--- src/rtl/dma_write_master.sv ---
// AXI4 write master: drains 32-bit words from a FWFT FIFO into INCR bursts of at
// most 256 bytes that never cross a 4 KB boundary, one burst outstanding at a time.
module dma_write_master #(
  parameter int C_M_AXI_ID_WIDTH   = 1,
  parameter int C_M_AXI_ADDR_WIDTH = 32,
  parameter int C_M_AXI_DATA_WIDTH = 32
) (
  input  logic                            clk,
  input  logic                            reset_n,

  input  logic                            i_start,
  input  logic [31:0]                     i_dst_addr,
  input  logic [31:0]                     i_total_len,
  output logic                            o_write_done,
  output logic                            o_write_error,

  input  logic                            i_fifo_empty,
  input  logic [31:0]                     i_fifo_data,
  output logic                            o_fifo_pop,

  output logic [C_M_AXI_ID_WIDTH-1:0]     m_axi_awid,
  output logic [C_M_AXI_ADDR_WIDTH-1:0]   m_axi_awaddr,
  output logic [7:0]                      m_axi_awlen,
  output logic [2:0]                      m_axi_awsize,
  output logic [1:0]                      m_axi_awburst,
  output logic                            m_axi_awvalid,
  input  logic                            m_axi_awready,

  output logic [C_M_AXI_DATA_WIDTH-1:0]   m_axi_wdata,
  output logic [C_M_AXI_DATA_WIDTH/8-1:0] m_axi_wstrb,
  output logic                            m_axi_wlast,
  output logic                            m_axi_wvalid,
  input  logic                            m_axi_wready,

  input  logic [1:0]                      m_axi_bresp,
  input  logic                            m_axi_bvalid,
  output logic                            m_axi_bready
);

  typedef enum logic [3:0] {
    IDLE = 4'b0001,
    ADDR = 4'b0010,
    DATA = 4'b0100,
    RESP = 4'b1000
  } state_t;

  state_t      state, state_next;
  logic        awvalid_q, awvalid_next;
  logic [31:0] r_addr;
  logic [31:0] r_rem;
  logic [7:0]  r_beats;
  logic [7:0]  beat_cnt;

  logic [31:0] start_rem;
  logic [31:0] to_4k;
  logic [31:0] cap;
  logic [31:0] burst_bytes;
  logic [7:0]  burst_beats;
  logic [31:0] step_bytes;
  logic [31:0] next_addr;
  logic [31:0] next_rem;
  logic        aw_hs;
  logic        b_hs;
  logic        unused_bits;

  assign start_rem = {i_total_len[31:2], 2'b00};

  // Burst length is the smallest of what is left, 256 bytes, and the room up to the next 4 KB page.
  always_comb begin
    to_4k       = 32'h0000_1000 - {20'd0, r_addr[11:0]};
    cap         = (to_4k < 32'd256) ? to_4k : 32'd256;
    burst_bytes = (r_rem < cap) ? r_rem : cap;
    burst_beats = burst_bytes[9:2];
  end

  assign step_bytes  = {22'd0, r_beats, 2'b00};
  assign next_addr   = r_addr + step_bytes;
  assign next_rem    = r_rem - step_bytes;
  assign aw_hs       = (state == ADDR) && m_axi_awready;
  assign b_hs        = (state == RESP) && m_axi_bvalid;
  assign unused_bits = ^{i_dst_addr[1:0], i_total_len[1:0], burst_bytes[31:10], burst_bytes[1:0]};

  assign m_axi_awid    = '0;
  assign m_axi_awaddr  = r_addr;
  assign m_axi_awlen   = awvalid_q ? (burst_beats - 8'd1) : 8'd0;
  assign m_axi_awsize  = 3'b010;
  assign m_axi_awburst = 2'b01;
  assign m_axi_awvalid = awvalid_q;
  assign m_axi_wdata   = i_fifo_data;
  assign m_axi_wstrb   = '1;

  always_ff @(posedge clk or negedge reset_n) begin
    if (!reset_n) begin
      state     <= IDLE;
      awvalid_q <= 1'b0;
    end else begin
      state     <= state_next;
      awvalid_q <= awvalid_next;
    end
  end

  always_comb begin
    state_next   = state;
    awvalid_next = awvalid_q;
    m_axi_wvalid = 1'b0;
    m_axi_wlast  = 1'b0;
    m_axi_bready = 1'b0;
    o_fifo_pop   = 1'b0;
    unique case (state)
      IDLE: begin
        if (i_start && (start_rem != 32'd0)) begin
          state_next   = ADDR;
          awvalid_next = 1'b1;
        end
      end
      ADDR: begin
        if (m_axi_awready) begin
          state_next   = DATA;
          awvalid_next = 1'b0;
        end
      end
      DATA: begin
        m_axi_wvalid = !i_fifo_empty;
        m_axi_wlast  = (beat_cnt == (r_beats - 8'd1));
        o_fifo_pop   = m_axi_wvalid && m_axi_wready;
        if (o_fifo_pop && m_axi_wlast) begin
          state_next = RESP;
        end
      end
      RESP: begin
        m_axi_bready = 1'b1;
        // Raise the next AW straight out of the B handshake so no idle cycle is lost.
        if (m_axi_bvalid) begin
          if (next_rem != 32'd0) begin
            state_next   = ADDR;
            awvalid_next = 1'b1;
          end else begin
            state_next = IDLE;
          end
        end
      end
      default: begin
        state_next   = IDLE;
        awvalid_next = 1'b0;
      end
    endcase
  end

  always_ff @(posedge clk or negedge reset_n) begin
    if (!reset_n) begin
      r_addr        <= 32'd0;
      r_rem         <= 32'd0;
      r_beats       <= 8'd0;
      beat_cnt      <= 8'd0;
      o_write_done  <= 1'b0;
      o_write_error <= 1'b0;
    end else begin
      if ((state == IDLE) && i_start) begin
        r_addr        <= {i_dst_addr[31:2], 2'b00};
        r_rem         <= start_rem;
        o_write_done  <= (start_rem == 32'd0);
        o_write_error <= 1'b0;
      end
      if (aw_hs) begin
        r_beats  <= burst_beats;
        beat_cnt <= 8'd0;
      end
      if (o_fifo_pop) begin
        beat_cnt <= beat_cnt + 8'd1;
      end
      if (b_hs) begin
        r_addr <= next_addr;
        r_rem  <= next_rem;
        if (m_axi_bresp != 2'b00) begin
          o_write_error <= 1'b1;
        end
        if (next_rem == 32'd0) begin
          o_write_done <= 1'b1;
        end
      end
    end
  end

endmodule
--- config.mk ---
export PLATFORM = sky130hd
export DESIGN_NAME = dma_write_master
export DESIGN_NICKNAME = d
export VERILOG_FILES = /design/src/rtl/dma_write_master.sv
export SDC_FILE = /design/constraint.sdc
export NUM_CORES = 1
export LEC_CHECK = 0
export ABC_CLOCK_PERIOD_IN_PS = 6800
export CELL_PAD_IN_SITES_DETAIL_PLACEMENT = 1
export CELL_PAD_IN_SITES_GLOBAL_PLACEMENT = 1
export CORE_AREA = 2 2 135 137
export DETAILED_ROUTE_END_ITERATION = 16
export DIE_AREA = 0 0 137 139
export HOLD_SLACK_MARGIN = 0.1
export PLACE_DENSITY_LB_ADDON = 0.2
export SYNTH_ARGS = -nofsm -noshare
export SYNTH_HDL_FRONTEND = slang
export SYNTH_SLANG_ARGS = --single-unit
--- constraint.sdc ---
create_clock -name clk -period 6.8 [get_ports clk]
set_clock_uncertainty 0.05 [all_clocks]
set_input_delay 1.36 -clock clk [delete_from_list [all_inputs] [get_ports clk]]
set_output_delay 1.36 -clock clk [all_outputs]
set_load 0.005 [all_outputs]
# Yosys cells after proc, flatten, opt, wreduce, memory -nomap -nowiden
# Index checks and enable logic that the tools add are counted.
[totals] ff_bits=87 input_bits=105 out_inout_bits=89 word_cells=73
[classes] add_sub_neg=6 magnitude_cmp=2 eq_ne=10 n_mux=30 n_bitwise=1 reduce_logical=16
[op_table] cell="32-bit two-way mux" n=5
[op_table] cell="32-bit logical NOT" n=2
[op_table] cell="32-bit nonzero test" n=2
[op_table] cell="32-bit by 10-bit adder with 32-bit output" n=1
[op_table] cell="32-bit less-than comparator" n=1
[op_table] cell="32-bit by 9-bit less-than comparator with 1-bit output (second input constant)" n=1
[op_table] cell="32-bit by 10-bit subtractor with 32-bit output" n=1
[op_table] cell="8-bit two-way mux" n=3
[op_table] cell="4-bit two-way mux" n=4
[op_table] cell="4-bit one-hot mux with 4 select lines" n=1
[op_table] cell="8-bit by 1-bit subtractor with 8-bit output (second input constant)" n=2
[op_table] cell="1-bit two-way mux" n=14
[op_table] cell="13-bit by 12-bit subtractor with 14-bit output (first input constant)" n=1
[op_table] cell="10-bit two-way mux" n=1
[op_table] cell="8-bit by 1-bit adder with 8-bit output (second input constant)" n=1
[op_table] cell="8-bit == test" n=1
[op_table] cell="2-bit inequality test (second input constant)" n=4
[op_table] cell="1-bit logical AND" n=6
[op_table] cell="2-bit nonzero test" n=3
[op_table] cell="5-bit AND reduction" n=1
[op_table] cell="4-bit by 1-bit == test with 1-bit output (second input constant)" n=1
[op_table] cell="4-bit by 2-bit == test with 1-bit output (second input constant)" n=1
[op_table] cell="4-bit by 3-bit == test with 1-bit output (second input constant)" n=1
[op_table] cell="4-bit == test (second input constant)" n=1
[op_table] cell="other kinds (6)" n=6

# Logic depth before layout (Yosys ltp)
[logic_depth] ltp_word=7 ltp_mapped=19 mapped_depth_nobuf=18

# Worst setup path before layout
# OpenSTA, ideal clock, no wires.
[synth_path] kind="register to output" startpoint="register r_addr[3], in the netlist m_axi_awaddr[3]" endpoint="output m_axi_awlen[4]" arrival_time_ns=3.722 required_ns=5.390 path_slack_ns=1.668 stages_incl_launch_ff=18 n_path_buf=1 path_cell_list="dfrtp_1 > inv_1 > ha_1 > nor3b_1 > o2111ai_1 > a21oi_1 > clkbuf_1 > nand2_1 > ha_1 > a211o_1 > o21ai_0 > nand3_1 > a31oi_1 > ha_1 > nand2_1 > xnor2_1 > o21ai_0 > a21oi_1"
[synth_between] elab_chain_len=7
[synth_lines] element="start: declaration" line="49" text="logic [31:0] r_addr;"
[synth_lines] element="start signal: assignment" line="159" text="r_addr <= {i_dst_addr[31:2], 2'b00};"
[synth_lines] element="start signal: assignment" line="172" text="r_addr <= next_addr;"
[synth_lines] element="13-bit by 12-bit subtractor with 14-bit output *" line="70" text="to_4k = 32'h0000_1000 - {20'd0, r_addr[11:0]};"
[synth_lines] element="32-bit by 9-bit less-than comparator with 1-bit output" line="71" text="cap = (to_4k < 32'd256) ? to_4k : 32'd256;"
[synth_lines] element="32-bit two-way mux *" line="71"
[synth_lines] element="32-bit less-than comparator" line="72" text="burst_bytes = (r_rem < cap) ? r_rem : cap;"
[synth_lines] element="10-bit two-way mux *" line="72"
[synth_lines] element="8-bit by 1-bit subtractor with 8-bit output *" line="85" text="assign m_axi_awlen = awvalid_q ? (burst_beats - 8'd1) : 8'd0;"
[synth_lines] element="8-bit two-way mux *" line="85"
[synth_lines] element="end: declaration" line="23" text="output logic [7:0] m_axi_awlen,"
# Every way passes the cells marked *; elsewhere a longest branch is shown, timed or not.

# Worst setup path in the final report
# Same ends and word-level chain as after synthesis.

==> summary.txt <==
Drt
  • Avg WL per Cell: 21.3 microns
  • Final wirelength: between 20 and 25 mm
  • Vias per cell: 5.89
  • Post-DRT Antenna Nets: 0
  • Met2 WL: between 10 and 15 mm
  • Met3 wire len: 919 microns
  • M1 WL: 10.9 mm
  • DR DRC count: 0
  • Drt first pass iters: 4
  • DR vias: 6,447
  • Detailed Route Iter0 Violations: 353
  • Highest Signal Layer: met4

GRT
  • First-pass GRT wire length: 37.4 mm
  • Total Routing Usage GR: between 20% and 30%
  • Largest net degree at the start of global routing: 56
  • Antenna violations before repair: 0
  • Vias in the first global route: about 6.7k
  • Overflow after GRT: 0

Critical path
  • Worst setup SP type: register
  • Kind of critical path: reg -> out
  • Crit path arrival time: ~5.0 ns
  • Largest fanout on the critical path: 13
  • Slowest cell on the critical path: clkdlybuf4s50_1
  • Crit end category: output pin
  • Cell breakdown of the critical path: inv_1 > ha_1 > nor3b_2 > o2111ai_1 > a21oi_1 > buf_4 > nand2_1 > ha_1 > a211o_1 > o21ai_0 > nand3_1 > a31oi_1 > ha_1 > nand2_1 > xnor2_1 > o21ai_0 > a21oi_1 > clkdlybuf4s50_1
  • R2R Setup Slk: 2.92 ns
  • Worst path most repeated cell: ha_1
  • Max incr delay on CP: 0.53 ns
  • Worst EP required: 5.39 ns

Synth
  • Average size of a mapped cell: 8.24 sq um
  • Post-synth EDFFs: 0
  • Synth area leader: dfrtp_1
  • Yosys warns: 0
  • Largest cells by area after synthesis: dfrtp_1, ha_1, buf_4, nand2_1, o21ai_0
  • Synth Cell Area: 6560 sq um
  • Sequential fraction of the synthesis area: 31.7%
  • Primary FF master, synth: dfrtp_1
  • Synth Instances: 796
  • Synth unique cells: between 70 and 80
  • Share of the synthesized area in the top cell type: 31.3%
  • Seq cells post-synth: 83
  • Post-synth ARST share: 100%

Layout
  • Final nets: 998
  • Area Overhead vs Synth: 19.8%
  • Antenna diode count: 0
  • Non-Filler Instances: 1,095
  • Filler instances: ~2.1k
  • Share of cells above drive strength 1: 6.24%

Timing
  • Tmin final: 6.44 ns
  • Count of final setup violators: 0
  • Period Utilization, post-route: 94.6%
  • WHS: 0.451 ns
  • Final setup TNS: 0 ns
  • RSZ-0062 raised after global routing: false
  • Fmax: 155 MHz
  • Slew @ Worst Pin: 0.887 ns
  • Max-slew headroom: 40.4%
  • Final hold vios: 0
  • Max Slew Vio Count: 0

Clock tree
  • Clk sinks: 83
  • Clk slew on worst S/H paths: 0.07 ns
  • CTS H-Tree Depth: 3
  • CTS Buf Count: 9
  • CTS tree: built
  • CTS Buffer Depth: 2
  • Clock latency at the later pin of the worst-skew pair: 0.35 ns
  • CTS root buf: clkbuf_16
  • Post-CTS Setup Repair Bufs: 0

Floorplanning
  • Core Area: approximately 18,000 sq um
  • Die height: 139 microns
  • Placement Rows: 49
  • Initial Utilization: 37.2%
  • Horiz. Die Dim: roughly 140 microns
  • Die ar.: roughly 19,000 sq um
  • # IOs: about 190

Worst hold path
  • Min-delay worst type: reg -> reg

Power
  • Gate power share: 53.7%
  • Sw frac: 46.5%
  • Psw: 1540 uW
  • Internal Power: 1760 uW
  • Total power: 3300 uW
  • Pwr Density: approximately 420 nW/um^2
  • Seq pwr share: 31.7%
  • Clk pwr share: 14.6%
  • Leakage: just over 0.003 uW
  • Worst VDD drop: 0.152 mV

Placement
  • DPL Wire Length: 17.2 mm
  • Port Buffers: 113
  • RePlAce Congestion: 0.921
  • Post-Place Cells: around 1.1k

Status
  • Status: finished, final reports clean

Run
  • Max-Cap Viols: 0
-- layout make-up --
class | count | area (sq um) | share of cell area [%]
clock inverter | 3 | 15.0 | 0.191
inverter | 26 | 97.6 | 1.24
tap | 229 | 287 | 3.65
sequential | 83 | 2080 | 26.4
clock buffer | 13 | 260 | 3.31
timing repair buffer | 119 | 1170 | 14.9
multi-input combinational | 622 | 3950 | 50.2
-- kinds of logic (layout without fill, tap and decap cells) --
logic type | after synthesis | count (layout) | synth area share, %
muxes | 5 | 5 | 0.820
adders and majority gates | 32 | 32 | 6.33
and+or+nand+nor | 306 | 306 | 24.0
DFF | 83 | 83 | 31.7
other | 2 | 15 | 0.114
buffers and inverters | 104 | 161 | 9.10
xor gates and xnor gates | 34 | 34 | 4.54
AOI/OAI and AO/OA | 230 | 230 | 23.5
-- through the flow --
| stage | cell area (sq um) | utilization (%) | setup WS [ns] |
|---|---|---|---|
| 3_3_place_gp | 7570 | 42.9 | 0.876 |
| 2_1_floorplan | 6610 | - | 1.67 |
| 6_report | 7860 | 44.5 | 0.364 |
| 5_1_grt | 7860 | 44.5 | 0.102 |
| 4_1_cts | 7850 | 44.5 | 0.227 |
| 3_5_place_dp | 7570 | 42.9 | 0.630 |
-- routing by layer --
layer	global-route usage (%)	vias to the layer above
li1	-	3023
met1	33.9	3240
met2	41.3	159
met3	3.36	25
met4	6.95	0
met5	0	-
-- synthesized netlist by cell type (4+ instances only) --
library cell / instances
nand2_1: 88
dfrtp_1: 82
nor2_1: 67
o21ai_0: 66
buf_4: 44
a21oi_1: 39
ha_1: 30
nor3_1: 29
nand3_1: 26
inv_1: 25
clkbuf_1: 24
xnor2_1: 18
a221o_1: 17
xor2_1: 16
and3_1: 15
nand4_1: 15
nor4_1: 15
o211ai_1: 14
a31oi_1: 12
o311ai_0: 12
a22oi_1: 11
a211oi_1: 9
nand2b_1: 8
a21o_1: 7
o22ai_1: 6
nor3b_1: 5
a221oi_1: 4
and2_1: 4
o31ai_1: 4
-- final timing paths --
check	start	endpoint	cells past startpoint
max in group asynchronous	reset_n	m_axi_awaddr[29]$_DFFE_PN0P_	2
min in group asynchronous	reset_n	r_beats[6]$_DFFE_PN0P_	1
max reg2reg	m_axi_awaddr[3]$_DFFE_PN0P_	r_beats[2]$_DFFE_PN0P_	14
min reg2reg	o_write_error$_DFF_PN0_	o_write_error$_DFF_PN0_	2
min	o_write_error$_DFF_PN0_	o_write_error$_DFF_PN0_	2
max	m_axi_awaddr[3]$_DFFE_PN0P_	m_axi_awlen[4]	18
-- layout by cell type (no fill, tap or decap), types with 7 or more instances in the layout --
cell type        count
a211oi_1             9
a21oi_1             39
nand4_1             15
clkbuf_16            9
a22oi_1             11
nand2_1             88
conb_1              15
nor2_1              66
o211ai_1            14
ha_1                30
xor2_1              16
o21ai_0             66
nor4_1              15
dfrtp_1             82
a31oi_1             11
nand3_1             26
a21o_1               7
clkdlybuf4s50_1    112
buf_4                7
xnor2_1             18
nor3_1              29
a221o_1             17
and3_1              15
inv_1               25
o311ai_0            12
nand2b_1             8
-- flip-flops by register name, indices dropped and copies added, names as in the netlist --
register / count
m_axi_awaddr: 30
r_rem: 30
beat_cnt: 8
r_beats: 8
state: 4
m_axi_awvalid: 1
o_write_done: 1
o_write_error: 1
-- worst max-delay path: cells and delay by family, from the launching register on --
kind,cells,cell delay (ns)
adder cells (fa/ha/maj),3,0.91
XOR/XNOR,1,0.13
flip-flops,1,0.43
AO/OA/AOI/OAI,7,1.47
buffers and inverters,3,0.90
AND/OR/NAND/NOR,4,0.83
-- power groups by stage --
stage / Combinational (uW) / Clock [uW] / Sequential (uW)
2_1_floorplan: 1180 / 0 / 915
3_3_place_gp: 1680 / 0 / 1030
3_5_place_dp: 1750 / 0 / 1050
4_1_cts: 1760 / 492 / 1040
5_1_grt: 1960 / 506 / 1080
6_report: 1770 / 482 / 1050
-- timing repair --
item / in CTS / in global routing
endpoints found under the setup margin: 0 / 2
gates resized for setup: 0 / 2
hold buffers: 0 / 0
(Power assumes the default switching activity.)
